<file path="src/rtl/hazard_unit.sv">
// Hazard unit for the 5-stage ARM pipeline: operand forwarding, stall/flush generation,
// a data-memory wait watchdog and saturating stall/flush event counters.
module hazard_unit #(
    parameter int CNT_W    = 16,
    parameter int MAX_WAIT = 8      // must be >= 1
) (
    input  logic             clk,
    input  logic             reset,
    input  logic [3:0]       RA1D,
    input  logic [3:0]       RA2D,
    input  logic [3:0]       RA1E,
    input  logic [3:0]       RA2E,
    input  logic [3:0]       WA3E,
    input  logic [3:0]       WA3M,
    input  logic [3:0]       WA3W,
    input  logic             RegWriteM,
    input  logic             RegWriteW,
    input  logic             MemtoRegE,
    input  logic             PCWrPendingF,
    input  logic             PCSrcW,
    input  logic             BranchTakenE,
    input  logic             MemReqM,
    input  logic             MemReadyM,
    input  logic             CntClear,
    output logic [1:0]       ForwardAE,
    output logic [1:0]       ForwardBE,
    output logic             StallF,
    output logic             StallD,
    output logic             StallE,
    output logic             StallM,
    output logic             FlushD,
    output logic             FlushE,
    output logic             FlushW,
    output logic             MemTimeout,
    output logic [CNT_W-1:0] StallCount,
    output logic [CNT_W-1:0] FlushCount
);
    localparam int            WW       = $clog2(MAX_WAIT + 1);
    localparam logic [WW-1:0] WAIT_MAX = WW'(MAX_WAIT);

    typedef enum logic {ST_IDLE = 1'b0, ST_WAIT = 1'b1} wait_state_t;

    wait_state_t      state_reg, state_next;
    logic [WW-1:0]    wait_cnt_reg, wait_cnt_next;
    logic             timeout_reg;
    logic [CNT_W-1:0] stall_cnt_reg, flush_cnt_reg;
    logic             ldr_stall, mem_stall, timeout_hit;

    logic [3:0] src_e   [2];
    logic [1:0] fwd_sel [2];

    assign ldr_stall = MemtoRegE & ((RA1D == WA3E) | (RA2D == WA3E));
    assign mem_stall = MemReqM & ~MemReadyM;

    assign src_e[0] = RA1E;
    assign src_e[1] = RA2E;

    // R15 reads as PC+8 in Execute, so it is never a forwarding target.
    for (genvar gi = 0; gi < 2; gi++) begin : g_fwd
        assign fwd_sel[gi] = (src_e[gi] == 4'hF)                   ? 2'b00 :
                             (RegWriteM && (src_e[gi] == WA3M))    ? 2'b10 :
                             (RegWriteW && (src_e[gi] == WA3W))    ? 2'b01 : 2'b00;
    end

    assign ForwardAE = fwd_sel[0];
    assign ForwardBE = fwd_sel[1];

    always_comb begin
        StallF = ldr_stall | PCWrPendingF;
        StallD = ldr_stall;
        StallE = 1'b0;
        StallM = 1'b0;
        FlushD = PCWrPendingF | PCSrcW | BranchTakenE;
        FlushE = ldr_stall | BranchTakenE;
        FlushW = 1'b0;
        // Freeze everything while memory is busy; control hazards resolve on release.
        if (mem_stall) begin
            StallF = 1'b1;
            StallD = 1'b1;
            StallE = 1'b1;
            StallM = 1'b1;
            FlushD = 1'b0;
            FlushE = 1'b0;
            FlushW = 1'b1;
        end
    end

    always_comb begin
        state_next    = state_reg;
        wait_cnt_next = wait_cnt_reg;
        case (state_reg)
            ST_IDLE: begin
                if (mem_stall) begin
                    state_next    = ST_WAIT;
                    wait_cnt_next = WW'(1);
                end
            end
            ST_WAIT: begin
                if (mem_stall) begin
                    if (wait_cnt_reg != WAIT_MAX)
                        wait_cnt_next = wait_cnt_reg + WW'(1);
                end else begin
                    state_next    = ST_IDLE;
                    wait_cnt_next = '0;
                end
            end
            default: begin
                state_next    = ST_IDLE;
                wait_cnt_next = '0;
            end
        endcase
    end

    // Fires only on the step into MAX_WAIT, not while the count sits saturated.
    assign timeout_hit = mem_stall && (wait_cnt_next == WAIT_MAX) && (wait_cnt_reg != WAIT_MAX);

    always_ff @(posedge clk or negedge reset) begin
        if (!reset) begin
            state_reg     <= ST_IDLE;
            wait_cnt_reg  <= '0;
            timeout_reg   <= 1'b0;
            stall_cnt_reg <= '0;
            flush_cnt_reg <= '0;
        end else begin
            state_reg    <= state_next;
            wait_cnt_reg <= wait_cnt_next;
            if (CntClear) begin
                timeout_reg   <= 1'b0;
                stall_cnt_reg <= '0;
                flush_cnt_reg <= '0;
            end else begin
                if (timeout_hit)
                    timeout_reg <= 1'b1;
                if (StallD && (stall_cnt_reg != '1))
                    stall_cnt_reg <= stall_cnt_reg + CNT_W'(1);
                if (BranchTakenE && !mem_stall && (flush_cnt_reg != '1))
                    flush_cnt_reg <= flush_cnt_reg + CNT_W'(1);
            end
        end
    end

    assign MemTimeout = timeout_reg;
    assign StallCount = stall_cnt_reg;
    assign FlushCount = flush_cnt_reg;

endmodule

</file>
<file path="config.mk">
export PLATFORM = sky130hd
export DESIGN_NAME = hazard_unit
export DESIGN_NICKNAME = d
export VERILOG_FILES = /design/src/rtl/hazard_unit.sv
export SDC_FILE = /design/constraint.sdc
export NUM_CORES = 1
export LEC_CHECK = 0
export CORE_UTILIZATION = 49
export CTS_CLUSTER_SIZE = 24
export DETAILED_ROUTE_END_ITERATION = 10
export GPL_ROUTABILITY_DRIVEN = 0
export GPL_TIMING_DRIVEN = 1
export PLACE_DENSITY_LB_ADDON = 0.12
export SLEW_MARGIN = 10
export SYNTH_ARGS = -nofsm -noshare
export SYNTH_HDL_FRONTEND = slang
export SYNTH_SLANG_ARGS = --single-unit
</file>
<file path="constraint.sdc">
create_clock -name clk -period 4.1 [get_ports clk]
set_clock_uncertainty 0.2 [all_clocks]
set_input_delay 0.615 -clock clk [delete_from_list [all_inputs] [get_ports clk]]
set_output_delay 0.615 -clock clk [all_outputs]
set_load 0.03 [all_outputs]
</file>
**Yosys cells after proc, flatten, opt, wreduce, memory -nomap -nowiden**

Cells that the tools add are included.
W data, S select, Z words.

- Input bits: 39
- Logic and storage cells: 63
- Flip-flop bits (word level): 38
- Output and inout port bits: 44

- Reduce and logical (&&, ||, !) cells: 13
- Bitwise logic cells: 9
- Multiplexer cells: 21
- Add/sub/neg operators: 3
- Eq/ne operators: 12

Operators by type and width:

| kind | count |
|---|---|
| $mux W16 | 4 |
| $add A16 B1 Y16 const B | 2 |
| $ne A16 B16 Y1 const B | 2 |
| $eq A4 B4 Y1 | 6 |
| $eq A4 B4 Y1 const B | 3 |
| $mux W4 | 3 |
| $logic_and A1 B1 Y1 | 9 |
| $mux W1 | 9 |
| $mux W2 | 4 |
| $pmux W4 S2 | 1 |
| $reduce_bool A2 Y1 | 3 |
| $or A1 B1 Y1 | 5 |
| $add A4 B1 Y4 const B | 1 |
| $ne A4 B4 Y1 const B | 1 |
| $and A1 B1 Y1 | 2 |
| $not A1 Y1 | 2 |
| $logic_not A1 Y1 | 1 |

**Longest topological paths before layout**

- Word-level depth: 9
- Depth in mapped cells: 8
- Depth with buffers taken out: 7

**Worst setup path after synthesis**

Ideal clock, no wire load.

- Path kind: input to output
- Start: in WA3E[0]
- End: out StallF
- Buffers on the path: 0
- Data arrival time: 1948 ps
- Required time: 3285 ps
- Setup slack: 1337 ps
- Stages on the path: 5
- Cells stage by stage: xor2_1 > nor4_4 > o21ai_2 > nand2_1 > or2_2

- Word-level cells in the longest chain between the ends: 5
- Elaborated cells between the ends (all ways): 6
- Classes of those cells: eq/ne: 2; mux: 1; bitwise: 3

Ends and longest elaborated chain:

| item | RTL line | text |
|---|---|---|
| from (decl) | 13 | `input logic [3:0] WA3E,` |
| $eq A4 B4 Y1 | 52 | `assign ldr_stall = MemtoRegE & ((RA1D == WA3E) \| (RA2D == WA3E));` |
| $or A1 B1 Y1 * | 52 |  |
| $and A1 B1 Y1 * | 52 |  |
| $or A1 B1 Y1 * | 69 | `StallF = ldr_stall \| PCWrPendingF;` |
| $mux W1 * | 77 | `if (mem_stall) begin` |
| to (decl) | 27 | `output logic StallF,` |

Mark *: on every way between the ends. The rest lies on a longest branch, timed or not.

**Worst setup path in the final report**

- Start: in WA3E[1]
- End: out FlushE

- Word-level cells in the longest chain between the ends: 5
- Elaborated cells between the ends (all ways): 6
- Classes of those cells: eq/ne: 2; mux: 1; bitwise: 3

Ends and longest elaborated chain:

| item | RTL line | text |
|---|---|---|
| $eq A4 B4 Y1 | 52 |  |
| $or A1 B1 Y1 * | 52 |  |
| $and A1 B1 Y1 * | 52 |  |
| $or A1 B1 Y1 * | 74 | `FlushE = ldr_stall \| BranchTakenE;` |
| $mux W1 * | 77 |  |
| to (decl) | 32 | `output logic FlushE,` |

Marks and branches as above.

==> impl_metrics.tcl <==
set metrics [dict create \
    hpwl_mm 3.968 \
    ir_drop_mv 0.2082 \
    area_growth_pct 40.68 \
    synth_commonest_cells "nor2_1, dfrtp_1, xor2_1, xnor2_1, nand2_1" \
    ys_seq_elements 38 \
    async_flop_share 1.000 \
    r2r-end "StallCount[13]$_DFFE_PN0P_" \
    rsz0062_at_grt "no" \
    worst_slew_pin_slew_ps 829.2 \
    fin_setup_tns_ps 0 \
    grt_max_degree 39 \
    fin_crit_sh 0.8639 \
    num_io_pins 83 \
    cts.htree.levels 2 \
    grt_usage 0.2135 \
    status "finished clean" \
    ys_types 46 \
    crit_type "primary input to output pin" \
    route.detailed.drc 0 \
    via_count 2133 \
    numCtsBuffers 5 \
    synth_top_area_frac 0.3969 \
    r2r_start "StallCount[0]$_DFFE_PN0P_" \
    die_width_um 71.93 \
    netlist_area_mm2 0.002396 \
    cp.required_ps 3280 \
    layoutNonFillerInstCount 414 \
    power-per-cell-area_mw_per_mm2 242.1 \
    yosysSeqAreaShare 0.3969 \
    cap_violations 0 \
    post_cts_buffers 0 \
    drtPass1Iterations 4 \
    clk_pin_slew_ps 80 \
    period_needed_ps 3542 \
    setup.worst_path.start_class "primary input" \
    antenna_cells 0 \
    setup_viol 0 \
    dieHeight_um 71.93 \
    synthesis.instances 263 \
    fmax_mhz 282.3 \
    worstPathArrival_ps 2730 \
    r2r_slack_ps 1590 \
    stdcell_area_mm2 0.003371 \
    antenna_found_initial 0 \
    r2r_cells 7 \
    syn_avg_cell_area_um2 9.110 \
    p_leak_nw 1.360 \
    hp-class "primary input to asynchronous set/reset pin" \
    num_rows 25 \
    synth_area_leaders "dfrtp_1, xor2_1, xnor2_1, nor2_1, nand3_1" \
    clockBufferDepth 2 \
    synthFlopType "dfrtp_1" \
    grt-ovfl-total 0 \
    synth_top_area_cell "dfrtp_1" \
    drive_gt1_frac 0.08069 \
    syn-num-nets 306 \
    drt_iter0_drc 154 \
    cts-root-buf "clkbuf_8" \
    wl_mm 5.298 \
    grt_pass1_wl_mm 8.590 \
    yosysMostFrequentCell "nor2_1" \
    start_util 0.5073 \
    post_cts.resized_instances 0 \
    place_inst 406 \
    totalPowerFinal_mw 0.8159 \
    insertion_delay_ps 290 \
    path_max_fanout 8 \
    drv_slew 0 \
    postCtsHoldBufs 0 \
    nNetsFinal 389 \
    die_area_mm2 0.005173 \
    grt_pass1_vias 1933 \
    cts_tree "done" \
    port_buffers 82 \
    wire_per_inst_um 12.80 \
    hold_violations 0 \
    cts_sinks 38 \
    synth-edff-count 0 \
    postRouteAntennaNets 0 \
    slew_headroom 0.4472 \
    routed_via_density 5.152 \
    ys.warnings.count 0 \
    crit_path_end_kind "output pin" \
    core_region_area_mm2 0.004723 \
    post_dp_cell_area_mm2 0.003276 \
]
-- kinds of logic (layout without fill, tap and decap cells) --
group	Yosys count	in the layout	synth area share
compound gates	31	31	0.09191
xor+xnor	43	43	0.1572
buf+inv	16	100	0.02871
fa+ha+maj	4	4	0.02089
simple gates	124	124	0.2710
flops	38	38	0.3969
mux	7	7	0.03342
-- power by group --
part	internal (mW)	total (mW)	switching, mW
Combinational	0.0758	0.158	0.0822
Sequential	0.381	0.389	0.00775
Clock	0.135	0.269	0.134
Total	0.592	0.816	0.224
-- per-layer routing --
layer,global-route usage,vias to the layer above,wire [um]
li1,-,1071,-
met1,0.2809,998,2457
met2,0.3512,59,2538
met3,0.04722,5,249
met4,0.07190,0,53
met5,0,-,0
-- stage by stage --
step	hold WS, ps	setup slack [ps]	utilization
finish	215.4	557.8	0.7136
global route	282.8	458.4	0.7136
CTS	248.5	553.2	0.7136
detailed placement	289.3	557.3	0.6935
global placement	292.6	569.9	0.6935
floorplan	119.4	1337	-
-- area by class of cell --
type | count | area, um^2
multi-input cells | 209 | 1376
fillers | 377 | 1353
flip-flops and latches | 38 | 950.9
repair buffers | 85 | 838.3
well taps | 67 | 83.83
clock buffers | 6 | 82.58
inverters | 7 | 26.28
clock inverters | 2 | 12.51
-- worst max-delay path: stages --
cell and delay, ps:
clkdlybuf4s50_1 450, xor2_1 200, nor4_4 280, o21ai_2 110, buf_4 180, a21oi_1 200
clkdlybuf4s50_1 710
-- how the worst max path moves through the flow --
stage	start	end	slack (ps)	depth (start not counted)
after global routing	WA3E[1]	FlushE	460	7
after CTS	WA3E[1]	FlushE	550	7
after global placement	WA3E[1]	FlushE	570	7
after detailed placement	WA3E[1]	FlushE	560	7
final	WA3E[1]	FlushE	560	7
after floorplan	WA3E[0]	StallF	1340	5
-- cells in the final DEF, fill, tap and decap left out, types with 2 or more instances in the layout --
master | synthesis | layout
nor2b_1 | 5 | 5
a211oi_1 | 5 | 5
nand4_1 | 4 | 4
xor2_1 | 22 | 22
nor3_1 | 9 | 9
and4_1 | 4 | 4
nor2_1 | 40 | 40
ha_1 | 4 | 4
or3_1 | 2 | 2
and3_1 | 6 | 6
dfrtp_1 | 38 | 38
mux2i_1 | 2 | 2
nor3b_1 | 2 | 2
mux2_2 | 3 | 3
xnor2_1 | 21 | 21
clkbuf_8 | 0 | 6
nor4_1 | 2 | 2
a21oi_1 | 9 | 9
a31o_2 | 2 | 2
a41oi_1 | 2 | 2
nand2b_1 | 3 | 3
o21ai_0 | 7 | 7
clkdlybuf4s50_1 | 0 | 81
nand3_1 | 17 | 17
inv_1 | 6 | 6
buf_4 | 2 | 3
nand2_1 | 19 | 19
nand3b_1 | 2 | 2
(Power assumes the default switching activity.)
